--- src/rtl/fractal_sync_mp_cnt_rf.sv ---
// fractal_sync_mp_cnt_rf
// Multi-port counting barrier register file. Each of N_REGS entries collects
// arrivals from N_PORTS request ports until the required arrival count (tgt,
// latched from the first arrival) is reached. The entry then fires and waits
// for a one-entry output register. Loading it into that register returns the
// entry to IDLE.
//
// Ports:
//   clk_i, rst_i   - clock, synchronous active-high reset
//   req_valid_i    - per-port arrival valid
//   req_ready_o    - per-port ready (low only when the addressed entry is FIRED)
//   req_idx_i      - per-port entry index
//   req_tgt_i      - per-port required arrival count
//   req_sd_i       - per-port back-routing mask
//   done_valid_o   - completed-barrier valid
//   done_ready_i   - completed-barrier ready
//   done_idx_o     - completed entry index (0 while done_valid_o is low)
//   done_sd_o      - accumulated mask of the completed entry (0 while done_valid_o is low)
//   err_o          - one-cycle pulse, the cycle after any dropped or overshooting arrival
//   pending_o      - bit i set while entry i is not IDLE
module fractal_sync_mp_cnt_rf #(
    parameter int N_REGS    = 4,
    parameter int IDX_WIDTH = 2,
    parameter int N_PORTS   = 2,
    parameter int CNT_WIDTH = 4,
    parameter int SD_WIDTH  = 2
) (
    input  logic                 clk_i,
    input  logic                 rst_i,
    input  logic [N_PORTS-1:0]   req_valid_i,
    output logic [N_PORTS-1:0]   req_ready_o,
    input  logic [IDX_WIDTH-1:0] req_idx_i [N_PORTS],
    input  logic [CNT_WIDTH-1:0] req_tgt_i [N_PORTS],
    input  logic [SD_WIDTH-1:0]  req_sd_i  [N_PORTS],
    output logic                 done_valid_o,
    input  logic                 done_ready_i,
    output logic [IDX_WIDTH-1:0] done_idx_o,
    output logic [SD_WIDTH-1:0]  done_sd_o,
    output logic                 err_o,
    output logic [N_REGS-1:0]    pending_o
);

`ifndef SYNTHESIS
    initial begin
        assert ((2 ** IDX_WIDTH) >= N_REGS)
            else $error("IDX_WIDTH too small for N_REGS");
        assert ((2 ** CNT_WIDTH) > N_PORTS)
            else $error("CNT_WIDTH too small for N_PORTS");
    end
`endif

    typedef enum logic [1:0] {
        IDLE     = 2'd0,
        ARRIVING = 2'd1,
        FIRED    = 2'd2
    } state_t;

    state_t               st_q  [N_REGS];
    logic [CNT_WIDTH-1:0] cnt_q [N_REGS];
    logic [CNT_WIDTH-1:0] tgt_q [N_REGS];
    logic [SD_WIDTH-1:0]  sd_q  [N_REGS];

    logic [N_PORTS-1:0]   accepted;
    logic [N_PORTS-1:0]   in_range;
    logic [CNT_WIDTH-1:0] tgt_sel  [N_REGS];
    logic [N_REGS-1:0]    tgt_found;
    logic [CNT_WIDTH:0]   add      [N_REGS];
    logic [CNT_WIDTH:0]   new_cnt  [N_REGS];
    logic [SD_WIDTH-1:0]  sd_add   [N_REGS];
    logic                 err_d;

    logic                 fire_any;
    logic [IDX_WIDTH-1:0] fire_idx;
    logic [SD_WIDTH-1:0]  fire_sd;
    logic                 load;

    // Ready depends on entry state only, never on req_valid_i.
    always_comb begin
        for (int j = 0; j < N_PORTS; j++) begin
            in_range[j]    = (32'(req_idx_i[j]) < N_REGS);
            req_ready_o[j] = 1'b1;
            for (int e = 0; e < N_REGS; e++) begin
                if (st_q[e] == FIRED && req_idx_i[j] == IDX_WIDTH'(e)) begin
                    req_ready_o[j] = 1'b0;
                end
            end
        end
        accepted = req_valid_i & req_ready_o;
    end

    // Per-entry arrival accounting. An IDLE entry takes its target from the
    // lowest-index accepted port with a non-zero target; every other arrival
    // must match it or is dropped as an error.
    always_comb begin
        err_d = 1'b0;
        for (int j = 0; j < N_PORTS; j++) begin
            if (accepted[j] && !in_range[j]) begin
                err_d = 1'b1;
            end
        end
        for (int e = 0; e < N_REGS; e++) begin
            tgt_sel[e]   = tgt_q[e];
            tgt_found[e] = 1'b0;
            add[e]       = '0;
            sd_add[e]    = '0;
            if (st_q[e] == IDLE) begin
                tgt_sel[e] = '0;
                for (int j = 0; j < N_PORTS; j++) begin
                    if (!tgt_found[e] && accepted[j] && in_range[j] &&
                        req_idx_i[j] == IDX_WIDTH'(e) && req_tgt_i[j] != '0) begin
                        tgt_found[e] = 1'b1;
                        tgt_sel[e]   = req_tgt_i[j];
                    end
                end
            end
            for (int j = 0; j < N_PORTS; j++) begin
                if (accepted[j] && in_range[j] && req_idx_i[j] == IDX_WIDTH'(e)) begin
                    if (req_tgt_i[j] != '0 && req_tgt_i[j] == tgt_sel[e]) begin
                        add[e]    = add[e] + (CNT_WIDTH+1)'(1);
                        sd_add[e] = sd_add[e] | req_sd_i[j];
                    end else begin
                        err_d = 1'b1;
                    end
                end
            end
            new_cnt[e] = {1'b0, cnt_q[e]} + add[e];
            if (add[e] != '0 && new_cnt[e] > {1'b0, tgt_sel[e]}) begin
                err_d = 1'b1;
            end
        end
    end

    // Lowest-index FIRED entry is the next candidate for the output register.
    always_comb begin
        fire_any = 1'b0;
        fire_idx = '0;
        fire_sd  = '0;
        for (int e = N_REGS - 1; e >= 0; e--) begin
            if (st_q[e] == FIRED) begin
                fire_any = 1'b1;
                fire_idx = IDX_WIDTH'(e);
                fire_sd  = sd_q[e];
            end
        end
        load = !done_valid_o || done_ready_i;
    end

    always_ff @(posedge clk_i) begin
        if (rst_i) begin
            for (int e = 0; e < N_REGS; e++) begin
                st_q[e]  <= IDLE;
                cnt_q[e] <= '0;
                tgt_q[e] <= '0;
                sd_q[e]  <= '0;
            end
            done_valid_o <= 1'b0;
            done_idx_o   <= '0;
            done_sd_o    <= '0;
            err_o        <= 1'b0;
        end else begin
            err_o <= err_d;
            // FIRED entries never accept (ready is low), so arrivals and the
            // release below never target the same entry in one edge.
            for (int e = 0; e < N_REGS; e++) begin
                if (add[e] != '0) begin
                    tgt_q[e] <= tgt_sel[e];
                    sd_q[e]  <= sd_q[e] | sd_add[e];
                    if (new_cnt[e] >= {1'b0, tgt_sel[e]}) begin
                        st_q[e]  <= FIRED;
                        cnt_q[e] <= tgt_sel[e];
                    end else begin
                        st_q[e]  <= ARRIVING;
                        cnt_q[e] <= new_cnt[e][CNT_WIDTH-1:0];
                    end
                end
                if (load && fire_any && fire_idx == IDX_WIDTH'(e)) begin
                    st_q[e]  <= IDLE;
                    cnt_q[e] <= '0;
                    tgt_q[e] <= '0;
                    sd_q[e]  <= '0;
                end
            end
            if (load) begin
                if (fire_any) begin
                    done_valid_o <= 1'b1;
                    done_idx_o   <= fire_idx;
                    done_sd_o    <= fire_sd;
                end else begin
                    done_valid_o <= 1'b0;
                    done_idx_o   <= '0;
                    done_sd_o    <= '0;
                end
            end
        end
    end

    always_comb begin
        for (int e = 0; e < N_REGS; e++) begin
            pending_o[e] = (st_q[e] != IDLE);
        end
    end

endmodule

--- config.mk ---
export PLATFORM = sky130hd
export DESIGN_NAME = fractal_sync_mp_cnt_rf
export DESIGN_NICKNAME = d
export VERILOG_FILES = /design/src/rtl/fractal_sync_mp_cnt_rf.sv
export SDC_FILE = /design/constraint.sdc
export NUM_CORES = 1
export LEC_CHECK = 0
export BUFFER_PORTS_ARGS = -buffer_cell sky130_fd_sc_hd__buf_2
export CAP_MARGIN = 20
export CORE_MARGIN = 1
export CORE_UTILIZATION = 35
export CTS_CLUSTER_DIAMETER = 150
export DETAILED_ROUTE_END_ITERATION = 10
export GPL_TIMING_DRIVEN = 0
export PLACE_DENSITY = 0.6
export SLEW_MARGIN = 5
export SYNTH_ARGS = -nofsm -noshare
export SYNTH_HDL_FRONTEND = slang
export SYNTH_SLANG_ARGS = --single-unit
--- constraint.sdc ---
create_clock -name clk_i -period 8.5 [get_ports clk_i]
set_input_delay 0.85 -clock clk_i [delete_from_list [all_inputs] [get_ports clk_i]]
set_output_delay 0.85 -clock clk_i [all_outputs]
set_load 0.005 [all_outputs]
* Word-level counts from Yosys, hierarchy flattened
Memory sizes are Yosys's and may differ from the RTL's.
Cells that the tools add are included.
** Operators by class
- $add $sub $neg :: 8
- $lt $le $gt $ge :: 8
- Eq/ne operators :: 21
- Muxes and demuxes :: 193
- Bitwise gates (word level) :: 49
- Reduce and logical (&&, ||, !) cells :: 72
** Operators by type and width (count)
- 2-to-1 mux 4 bit :: 32
- 2-to-1 mux 1 bit :: 106
- 2-to-1 mux 2 bit :: 46
- logical AND 1 bit :: 49
- 2-to-1 mux 5 bit :: 9
- OR 1 bit :: 40
- equality test 4 bit :: 8
- adder 4 x 5 -> 5 bit :: 4
- adder 5 x 1 -> 5 bit, second input constant :: 4
- equality test 2 bit, second input constant :: 10
- >= comparator 5 x 4 -> 1 bit :: 4
- > comparator 5 x 4 -> 1 bit :: 4
- nonzero test 5 bit :: 4
- OR 2 bit :: 8
- zero test 2 bit :: 7
- nonzero test 2 bit :: 4
- nonzero test 4 bit :: 2
- equality test 2 x 1 -> 1 bit, second input constant :: 3
- zero test 1 bit :: 5
- AND 2 bit :: 1
- logical OR 1 bit :: 1
** Word-level totals
- Register bits after elaboration :: 6
- Bits in writable memories :: 48
- Input port bits :: 21
- Output and inout port bits :: 12
- Word-level logic and storage cells :: 359
- Memories kept :: 4
** Memory list
- cnt_q :: depth 4, bits a word 4, rd ports 4, clocked after memory_dff 0, wr ports 4, RTL line 59 : logic [CNT_WIDTH-1:0] cnt_q [N_REGS];
- tgt_q :: depth 4, bits a word 4, rd ports 4, clocked after memory_dff 0, wr ports 4, RTL line 60 : logic [CNT_WIDTH-1:0] tgt_q [N_REGS];
- sd_q :: depth 4, bits a word 2, rd ports 4, clocked after memory_dff 0, wr ports 4, RTL line 61 : logic [SD_WIDTH-1:0] sd_q [N_REGS];
- st_q :: depth 4, bits a word 2, rd ports 4, clocked after memory_dff 0, wr ports 4, RTL line 58 : state_t st_q [N_REGS];

* Logic depth before layout (Yosys ltp)
Gate-level depths: netlist of run 1.
An unclocked memory read counts as a cell.
- Word-level depth :: 44
- Gate-level depth with buffers :: 23
- Mapped depth without buffers :: 22

* Worst setup path after synthesis of run 1
OpenSTA, ideal clock, no wires.
- Path type :: input to register
- From :: in req_tgt_i[5] (netlist bit)
- To :: mem cnt_q[1][0], data pin
- Setup time :: 0.271 ns
- Data arrival time :: 6.068 ns
- Data required time :: 8.229 ns
- Setup slack :: 2.160 ns
- Stages on the path :: 18
- Buffers on the path :: 1
- Path through :: buf_6 or4_4 a2111oi_4 a221oi_2 or3_1 a211oi_2 and2_1 ha_1 mux2_2 ha_1 fa_1 xor2_1 ha_1 a21o_1 a21oi_1 nor4b_1 mux2i_1 nor3_2
** RTL lines
- start: declaration :: RTL line 33 : input logic [CNT_WIDTH-1:0] req_tgt_i [N_PORTS],
- end: declaration :: RTL line 59

==> metrics.md, run 1 <==
| Metric | Value |
|---|---|
| Least-Margin Pin Slew | between 0.9 and 1 ns |
| Worst setup EP type | register |
| Multiplexer area fraction after synthesis | between 2 and 2.5% |
| Cell taking the most area after synthesis | edfxtp_1 |
| Io pins | 33 |
| H-tree depth | 2 |
| Cells resized by post-CTS repair | 0 |
| Most frequent cell after synthesis | nor2_1 |
| Number of synthesized flops with an enable pin | between 40 and 50 |
| Share of layout cells above drive strength 1 | around 11% |
| Final hold vios | 0 |
| Dominant synthesized flop cell | edfxtp_1 |
| Post-synth top area share | between 20% and 30% |
| Async SR Flop Fraction | 0% |
| Adder-cell share of the synthesized area | under 10% |
| VDD IR-drop max | just over 100 uV |
| Count of pins over their slew limit | 0 |
| Simple-Gate Fraction of Synth Area | around a quarter |
| Slowest stage cell, crit path | nor3_1 |
| CTS tree | built |
| Cell count after synthesis | about 630 |
| CTS Hold Bufs | 0 |
| CTS clk-pin slew, worst paths | around 0.060 ns |
| Fmax | roughly 140 MHz |
| Initial Util | 36.5% |
| Clock Sinks | 54 |
| Cell area after synthesis | between 0.005 and 0.006 mm2 |
| Setup TNS Final | 0 ns |
| Grt total ovfl | 0 |
| Wirelength, routed | about 18 mm |
| Static leakage | ~2.2 nW |
| Drc violations | 0 |
| Synth Area in Compound Gates | a little under 30% |
| Port Buf Inserts | 26 |
| Die ar. | 0.0159 mm2 |
| Delay-heaviest family, CP | simple AND/OR/NAND/NOR gates |
| Root Driver | clkbuf_16 |
| Cts bufs inserted | 5 |
| Number of filler cells placed in the layout | 1470 |
| Area growth, synth to finish | 9.55% |
| Setup Crit Path Kind | in -> reg |
| Hold Path Class | reg -> reg |
| Post-route worst setup slack | 1.54 ns |
| Fin nets | between 700 and 800 |
| Slew margin rel. | 34.1% |
| First-pass GRT wire length | approximately 29 mm |
| Antenna violations before repair | 0 |
| Largest net degree at the start of global routing | 16 |
| Core ar. | between 0.01 and 0.015 mm2 |
| DR vias/cell | approximately 6.4 |
| RSZ-0062 raised after global routing | no |
| Number of setup buffers added after CTS | 0 |
| Die Ht | roughly 130 um |
| Status | finished, final reports clean |
| Synth top cells by count | nor2_1 (62), edfxtp_1 (48), nand2_1 (42) |
| Die width | 126 um |
| GP Congestion | 0.968 |
| Setup Viol. Count Final | 0 |
| Distinct cells, synth | 79 |
| CTS max path bufs | 2 |
| P per Cell Area | about 150 mW/mm2 |
| Largest family of logic cells by synthesized area | compound AO/OA/AOI/OAI gates |
| Vias in the first global route | around 5100 |
| #FFs+latches synth | 54 |
| Design Power | 0.866 mW |
| MaxCap Viol Count | 0 |
| R2R Setup Slk | about 2 ns |
| Fin area | 0.00590 mm2 |
| Critical path arrival | approximately 7 ns |
| Register area share after synthesis | just under 30% |
| CP max stage delay | 0.79 ns |
| Minimum clock period | about 7.0 ns |
| Post-route clock period utilization | between 80 and 90% |
| Worst-Skew Late Latency | around 0.31 ns |
| Hpwl dp | roughly 14 mm |
| Antenna diodes | 0 |
| Kind of start point of the critical path | primary input |
| Synth warn | 0 |
| Post-DP Area | 0.00576 mm2 |
| Routed WL per cell | 21.3 um |
| Critical Path Fanout Max | 10 |
| Setup Skew | between 0.01 and 0.015 ns |
| Area contributors post-synth | edfxtp_1 (27%), ha_1 (6.5%), nor2_1 (4.3%) |
| Post-route ant nets | 0 |
| DR vias | ~5400 |
| Hold Slack | 0.478 ns |
| Syn Nets | between 600 and 700 |
| Crit-path cells | clkbuf_1 -> clkbuf_1 -> clkbuf_1 -> nand3b_1 -> a221oi_1 -> a211oi_1 -> nor3_1 -> ha_1 -> mux2_2 -> ha_1 -> fa_1 -> xor2_1 -> ha_1 -> a21o_1 -> a21oi_1 -> nor4b_1 -> clkdlybuf4s15_2 -> mux2i_1 -> nor3_2 |
| Synth Area per Inst | between 8 and 9 um2 |
| DRT iter0 DRCs | 617 |
| TritonRoute pass-1 iters | 5 |
| Critical path required time | around 8.5 ns |
| GRT Overall Usage | 23.2% |
| Post-synthesis xor/xnor area fraction | 2.28% |
| Setup WS pre-CTS | ~1.4 ns |
| # rows | 44 |
| Critical path buffers and inverters | 4 |
## cell usage in the layout, fill, tap and decap left out, types with 11 or more instances in the layout
| master | instances |
|---|---|
| a211oi_1 | 14 |
| a21oi_1 | 36 |
| and3_1 | 13 |
| buf_2 | 27 |
| clkbuf_1 | 36 |
| edfxtp_1 | 48 |
| ha_1 | 28 |
| inv_1 | 24 |
| nand2_1 | 42 |
| nand2b_1 | 16 |
| nand3_1 | 14 |
| nor2_1 | 62 |
| nor2b_1 | 22 |
| nor3_1 | 12 |
| o211ai_1 | 11 |
| o21ai_0 | 31 |
## worst paths after layout
kind	to	startpoint	cells past startpoint
min	done_idx_o[0]	done_idx_o[0]	2
min reg2reg	done_idx_o[0]	done_idx_o[0]	2
max	cnt_q[1][0]	req_valid_i[0]	19
max reg2reg	cnt_q[1][0]	st_q[1][1]	19
## kinds of logic (layout without fill, tap and decap cells)
group | after synthesis | in the layout
AO/OA/AOI/OAI | 214 | 214
XOR/XNOR | 14 | 14
adder cells (fa/ha/maj) | 32 | 32
buffers and inverters | 68 | 103
flip-flops | 54 | 54
multiplexers | 9 | 9
AND/OR/NAND/NOR | 242 | 242
## per-stage QoR
stage,instances,utilization (%)
global route,852,40.0
floorplan,633,-
finish,852,40.0
detailed placement,845,39.1
CTS,852,40.0
global placement,843,38.9
## sequential cells by signal, summed over array words and instances, names as in the netlist
register      flops
cnt_q            16
tgt_q            16
sd_q              8
st_q              8
done_idx_o        2
done_sd_o         2
done_valid_o      1
err_o             1
## tightest hold or removal path, cell delays in order, from the launching register on
cell	delay [ns]
dfxtp_1	0.32
nand2_1	0.05
a21oi_1	0.06
## area by class of cell
class                      count  area, um2  share of cell area (%)
sequential                    54       1560                    26.5
clock buffer                   5        125                    2.12
timing repair buffer          28        149                    2.52
tap                          184        230                    3.90
inverter                      26       97.6                    1.65
buffer                        42        174                    2.95
multi-input combinational    511       3550                    60.2
clock inverter                 2       10.0                   0.170
## report_power, final
group	internal [mW]	total [mW]	switching [mW]
Combinational	0.117	0.326	0.209
Sequential	0.315	0.337	0.0218
Clock	0.107	0.202	0.0957
## metal layers
layer | wire length (um) | track usage [%]
met1 | 7930 | 31.8
met2 | 7830 | 36.0
met3 | 1990 | 5.52
met4 | 368 | 6.80
met5 | 0 | 0
Power figures use the tool's default switching activity.
==> inputs of run 2 (changes only) <==
clock period = 6.5 ns   (was 8.5 ns; I/O delays follow)
==> run 2 against run 1 <==
Die area did not move. Utilization up 0.40 points. Largest cell class unchanged. Critical path depth grew 1. First-iteration DRC count grew 0.32%.
==> metrics.md, run 2 (synthesis gave the netlist of run 1 again) <==
| Metric | Value |
|---|---|
| Status | finished, final reports clean (unchanged) |
| Setup Crit Path Kind | in -> reg (unchanged) |
| Kind of start point of the critical path | primary input (unchanged) |
| Port Buf Inserts | 26 (unchanged) |
| Worst reg2reg path startpoint | st_q[3][1] (was st_q[1][1]) |
| Cts bufs inserted | 5 (unchanged) |
| Antenna diodes | 0 (unchanged) |
| DR vias | 5411 (was 5420) |
| Setup Skew | 0.0106 ns (was 0.0104 ns) |
| Post-route ant nets | 0 (unchanged) |
| Final hold vios | 0 (unchanged) |
| Grt total ovfl | 0 (unchanged) |
| Setup TNS Final | 0 ns (unchanged) |
| CTS Hold Bufs | 0 (unchanged) |
| Initial Util | 36.5% (unchanged) |
| Slew margin rel. | 29.3% (was 34.1%) |
| Core ar. | 0.0148 mm2 (unchanged) |
| Routed WL per cell | 21.2 um (was 21.3 um) |
| Vias in the first global route | 5118 (was 5115) |
| Worst-Skew Late Latency | 0.31 ns (about the same) |
| H-tree depth | 2 (unchanged) |
| DR vias/cell | 6.33 (was 6.36) |
| Least-Margin Pin Slew | 1.05 ns (was 0.978 ns) |
| CTS clk-pin slew, worst paths | 0.06 ns (about the same) |
| Number of filler cells placed in the layout | 1471 (was 1470) |
| Crit-path cells | buf_2 -> clkbuf_1 -> clkbuf_2 -> nor4_1 -> a31oi_1 -> o311ai_0 -> a311oi_1 -> ha_1 -> mux2_2 -> ha_1 -> fa_1 -> xor2_1 -> ha_1 -> a21o_1 -> a21oi_1 -> a31oi_1 -> a2111oi_0 -> a211oi_1 -> a41oi_1 -> a41oi_1 (was clkbuf_1 -> clkbuf_1 -> clkbuf_1 -> nand3b_1 -> a221oi_1 -> a211oi_1 -> nor3_1 -> ha_1 -> mux2_2 -> ha_1 -> fa_1 -> xor2_1 -> ha_1 -> a21o_1 -> a21oi_1 -> nor4b_1 -> clkdlybuf4s15_2 -> mux2i_1 -> nor3_2) |
| Number of placed cells counting well taps | 845 (unchanged) |
| Fin nets | 724 (was 721) |
| Minimum clock period | between 6 and 7 ns |
| Io pins | 33 (unchanged) |
| Drc violations | 0 (unchanged) |
| Routed wl met2 | 7.96 mm (was 7.83 mm) |
| Most frequent cells in the layout | nor2_1 (62), edfxtp_1 (48), nand2_1 (42) (unchanged) |
| VDD IR-drop max | 136 uV (was 104 uV) |
| CP max stage delay | 0.62 ns (was 0.79 ns) |
| Static leakage | 2.28 nW (was 2.24 nW) |
| Hold depth | 2 (unchanged) |
| RSZ-0062 raised after global routing | no (unchanged) |
| Area growth, synth to finish | 10.6% (was 9.55%) |
| Die Ht | 126 um (unchanged) |
| Worst R2R End | err_o (was cnt_q[1][0]) |
| Count of pins over their slew limit | 0 (unchanged) |
| Critical Path Fanout Max | 10 (unchanged) |
| Largest net degree at the start of global routing | 16 (unchanged) |
| CTS max path bufs | 2 (unchanged) |
| Reg2reg path depth | 17 (was 19) |
| DRT iter0 DRCs | 619 (was 617) |
| GP Congestion | 0.968 (unchanged) |
| Clock Sinks | 54 (unchanged) |
| Hold Path Class | reg -> reg (unchanged) |
| Final non-filler cell total | 855 (was 852) |
| Hold EP | done_idx_o[0] (unchanged) |
| MaxCap Viol Count | 0 (unchanged) |
| Hpwl dp | 14.0 mm (unchanged) |
| Slowest stage cell, crit path | a311oi_1 (was nor3_1) |
| # rows | 44 (unchanged) |
| Wirelength, routed | 18.1 mm (about the same) |
| Setup Viol. Count Final | 0 (unchanged) |
| Commonest non-fill, non-tap cell in the layout | nor2_1 (unchanged) |
| Root Driver | clkbuf_16 (unchanged) |
| Fmax | roughly 160 MHz |
| Share of layout cells above drive strength 1 | 12.5% (was 10.8%) |
| Antenna violations before repair | 0 (unchanged) |
| Top Metal Used | met4 (unchanged) |
| Die ar. | 0.0159 mm2 (unchanged) |
| First-pass GRT wire length | 28.7 mm (was 28.6 mm) |
| Die width | 126 um (unchanged) |
| Hold_sp | done_idx_o[0] (unchanged) |
| Largest registers | cnt_q x16, tgt_q x16 (unchanged) |
| Critical path arrival | 6.48 ns (was 6.99 ns) |
| Worst setup EP type | register (unchanged) |
| P per Cell Area | 191 mW/mm2 (was 147 mW/mm2) |
| Design Power | 1.14 mW (was 0.866 mW) |
| Post-route clock period utilization | between 90% and 100% |
| Met1 wire length | 8.05 mm (was 7.93 mm) |
| CTS tree | built (unchanged) |
| Crit path top cell by count | ha_1 |
| Setup WS pre-CTS | -0.411 ns (was 1.39 ns) |
| Met3 WL | 1.82 mm (was 1.99 mm) |
| GRT Overall Usage | 23.2% (about the same) |
| Hold Slack | 0.476 ns (was 0.478 ns) |
| R2R Setup Slk | 0.25 ns (was 1.96 ns) |
| Post-route worst setup slack | 0.165 ns (was 1.54 ns) |
| Critical path required time | 6.64 ns (was 8.53 ns) |
| TritonRoute pass-1 iters | 6 (was 5) |
==> run 2: report_power, final <==
group | leakage [nW] | switching [mW] | internal (mW) | total (mW)
Sequential | 0.558 | 0.0287 | 0.412 | 0.441
Clock | 0.0694 | 0.126 | 0.140 | 0.265
Combinational | 1.66 | 0.276 | 0.157 | 0.433
Total | 2.28 | 0.430 | 0.709 | 1.14
==> run 2: worst max-delay path, delay by kind of cell <==
family | cells | cell delay, ns
AO/OA/AOI/OAI | 10 | 2.86
adder cells (fa/ha/maj) | 4 | 1.28
buffers and inverters | 3 | 0.96
multiplexers | 1 | 0.32
XOR/XNOR | 1 | 0.24
AND/OR/NAND/NOR | 1 | 0.17
==> run 2: per-layer routing <==
layer	global-route usage, %	up-vias
met5	0	-
met1	31.9	2587
met2	36.0	279
met4	6.80	0
li1	-	2520
met3	5.52	25
==> run 2: layout make-up <==
| class | instances | area (um2) | share of cell area (%) |
|---|---|---|---|
| repair buffers | 31 | 171 | 2.88 |
| well taps | 184 | 230 | 3.87 |
| multi-input cells | 511 | 3580 | 60.1 |
| inverters | 26 | 97.6 | 1.64 |
| clock inverters | 2 | 10.0 | 0.168 |
| plain buffers | 42 | 183 | 3.07 |
| clock buffers | 5 | 125 | 2.10 |
| flip-flops and latches | 54 | 1560 | 26.2 |
==> run 2: how the worst max path moves through the flow <==
stage / slack [ns] / end / cells after the start / from
after floorplan: 0.36 / cnt_q[1][0] / 18 / req_tgt_i[5]
after global placement: -0.47 / cnt_q[1][0] / 18 / req_tgt_i[4]
after detailed placement: -0.41 / cnt_q[1][0] / 19 / req_tgt_i[4]
after CTS: 0.14 / cnt_q[1][0] / 19 / req_tgt_i[4]
after global routing: 0.04 / err_o / 20 / st_q[3][1]
final: 0.16 / err_o / 20 / req_tgt_i[1]
==> run 2: what timing repair did <==
item / in CTS / in global routing
resized for setup: 1 / 17
setup endpoints to repair: 3 / 5
pin swaps: 0 / 1
setup buffers: 0 / 3
==> run 2: through the flow <==
step / util (%) / instance area, um2
floorplan: - / 5380
CTS: 40.0 / 5900
finish: 40.4 / 5960
detailed placement: 39.1 / 5760
global placement: 38.9 / 5740
global route: 40.4 / 5960
==> inputs of run 3 (changes only) <==
BUFFER_PORTS_ARGS = default   (was -buffer_cell sky130_fd_sc_hd__buf_2)
DONT_BUFFER_PORTS = 1   (was default)
PLACE_DENSITY = 0.58   (was 0.6)
==> run 3 against run 2 <==
Clock power is 20% higher. Sequential power hardly changed. Clock skew is 0.0044 ns lower. Final cell count is 3.4% lower. Design area is 2.0% lower. Combinational power is 4% lower. Global-route usage is 0.41 points higher.
==> metrics.md, run 3 (synthesis gave the netlist of run 1 again) <==
| Metric | Value |
|---|---|
| CTS clk-pin slew, worst paths | 0.07 ns (was 0.06 ns) |
| Area growth, synth to finish | 8.44% (was 10.6%) |
| DR vias/cell | 6.54 (was 6.33) |
| Slew margin rel. | 29.3% (about the same) |
| Largest registers | cnt_q x16, tgt_q x16 (unchanged) |
| Status | finished, final reports clean (unchanged) |
| Setup Crit Path Kind | in -> reg (unchanged) |
| Reg2reg path depth | 18 (was 17) |
| Hold EP | done_idx_o[0] (unchanged) |
| Cells resized by post-CTS repair | 0 (was 1) |
| Area of the multi-input gates | 0.00358 mm2 (about the same) |
| Top Metal Used | met4 (unchanged) |
| MaxCap Viol Count | 0 (unchanged) |
| Largest net degree at the start of global routing | 17 (was 16) |
| Hpwl dp | 14.2 mm (was 14.0 mm) |
| Drc violations | 0 (unchanged) |
| Final hold vios | 0 (unchanged) |
| Most frequent cells in the layout | nor2_1 (61), edfxtp_1 (48), nand2_1 (42) (was nor2_1 (62), edfxtp_1 (48), nand2_1 (42)) |
| Critical path arrival | 6.34 ns (was 6.48 ns) |
| R2R Setup Slk | 0.46 ns (was 0.25 ns) |
| DR vias | 5404 (was 5411) |
| Clock Sinks | 54 (unchanged) |
| Least-Margin Pin Slew | 1.06 ns (was 1.05 ns) |
| RSZ-0062 raised after global routing | no (unchanged) |
| Io pins | 33 (unchanged) |
| Commonest non-fill, non-tap cell in the layout | nor2_1 (unchanged) |
| Hold_sp | done_idx_o[0] (unchanged) |
| TritonRoute pass-1 iters | 5 (was 6) |
| Hold depth | 2 (unchanged) |
| Worst reg2reg path startpoint | st_q[3][1] (unchanged) |
| GP Congestion | 0.954 (was 0.968) |
| Minimum clock period | 6.13 ns (was 6.34 ns) |
| Hold Slack | 0.513 ns (was 0.476 ns) |
| Worst R2R End | err_o (unchanged) |
| Fmax | 163 MHz (was 158 MHz) |
| Static leakage | 2.18 nW (was 2.28 nW) |
| Met3 WL | 1.85 mm (was 1.82 mm) |
| Worst setup EP type | register (unchanged) |
| Antenna diodes | 0 (unchanged) |
| Wirelength, routed | 18.3 mm (was 18.1 mm) |
| Worst-Skew Late Latency | 0.31 ns (about the same) |
| First-pass GRT wire length | 28.9 mm (was 28.7 mm) |
| Die Ht | 126 um (unchanged) |
| Post-route clock period utilization | 94.3% (was 97.5%) |
| Antenna violations before repair | 0 (unchanged) |
| Routed WL per cell | 22.2 um (was 21.2 um) |
| Share of layout cells above drive strength 1 | 9.03% (was 12.5%) |
| Number of filler cells placed in the layout | 1495 (was 1471) |
| CTS max path bufs | 2 (unchanged) |
| Fin area | 0.00584 mm2 (was 0.00596 mm2) |
| FF+latch area | 0.00156 mm2 (unchanged) |
| Cts bufs inserted | 5 (unchanged) |
| Root Driver | clkbuf_16 (unchanged) |
| Setup Skew | 0.00614 ns (was 0.0106 ns) |
| Critical path required time | 6.72 ns (was 6.64 ns) |
| CTS tree | built (unchanged) |
| H-tree depth | 2 (unchanged) |
| Kind of start point of the critical path | primary input (unchanged) |
| Die ar. | 0.0159 mm2 (unchanged) |
| Grt total ovfl | 0 (unchanged) |
| Setup Viol. Count Final | 0 (unchanged) |
| Port Buf Inserts | 0 (was 26) |
| Fin nets | 694 (was 724) |
| Core ar. | 0.0148 mm2 (unchanged) |
| Met1 wire length | 8.29 mm (was 8.05 mm) |
| CTS Hold Bufs | 0 (unchanged) |
| Die width | 126 um (unchanged) |
| Post-route ant nets | 0 (unchanged) |
| Number of setup buffers added after CTS | 0 (unchanged) |
| Count of pins over their slew limit | 0 (unchanged) |
| Post-DP Area | 0.00563 mm2 (was 0.00576 mm2) |
| Hold Path Class | reg -> reg (unchanged) |
| GRT Overall Usage | 23.6% (was 23.2%) |
| VDD IR-drop max | 143 uV (was 136 uV) |
| # rows | 44 (unchanged) |
| Initial Util | 36.5% (unchanged) |
| Routed wl met2 | 7.81 mm (was 7.96 mm) |
| P per Cell Area | 201 mW/mm2 (was 191 mW/mm2) |
| Critical Path Fanout Max | 10 (unchanged) |
| DRT iter0 DRCs | 574 (was 619) |
| Vias in the first global route | 5097 (was 5118) |
[run 3: power by group]
part	leakage (nW)	switching [mW]	internal (mW)	total, mW
clock	0.0841	0.127	0.193	0.319
combinational	1.53	0.268	0.147	0.415
sequential	0.558	0.0289	0.412	0.441
total	2.18	0.423	0.752	1.18
[run 3: critical path, cell delays in order]
cell	delay (ns)
clkbuf_1	0.48
clkbuf_2	0.38
nor4_1	0.16
a31oi_1	0.19
o311ai_0	0.31
a311oi_1	0.58
ha_1	0.36
mux2_2	0.33
ha_1	0.22
fa_1	0.41
xor2_1	0.22
ha_1	0.27
and3_1	0.19
and3_1	0.18
a31oi_1	0.41
a2111oi_1	0.17
a211oi_1	0.41
a41oi_1	0.11
a41oi_1	0.29
[run 3: area by class of cell]
class	instances	share of cell area [%]
Clock inverter	1	0.514
Sequential cell	54	26.8
Buffer	42	3.19
Tap cell	184	3.94
Clock buffer	7	2.44
Inverter	26	1.67
Multi-Input combinational cell	511	61.4
Timing Repair Buffer	1	0.129
[run 3: metrics by stage]
step           setup TNS [ns]  cells  util (%)  setup slack (ns)  power [mW]
6_report                    0    826      39.6             0.371        1.18
3_3_place_gp            -1.92    817      38.0            -0.427       0.837
5_1_grt                     0    826      39.6            0.0111        1.24
3_5_place_dp           -0.134    818      38.1           -0.0688       0.846
2_1_floorplan               0    633         -             0.360       0.733
4_1_cts                     0    826      39.3             0.280        1.17
[run 3: layer usage]
metal / track usage [%] / vias up
met5: 0 / -
met4: 7.23 / 0
met3: 7.09 / 45
met2: 35.0 / 288
met1: 32.8 / 2606
li1: - / 2465
[run 3: worst max path at each step]
stage / start / end / slack, ns / cells past startpoint
2_1_floorplan: req_tgt_i[5] / cnt_q[1][0] / 0.36 / 18
4_1_cts: req_valid_i[0] / cnt_q[1][0] / 0.28 / 18
5_1_grt: req_valid_i[0] / err_o / 0.01 / 20
6_report: req_tgt_i[3] / err_o / 0.37 / 19
3_5_place_dp: req_valid_i[0] / cnt_q[1][0] / -0.07 / 18
3_3_place_gp: req_valid_i[0] / cnt_q[1][0] / -0.43 / 18
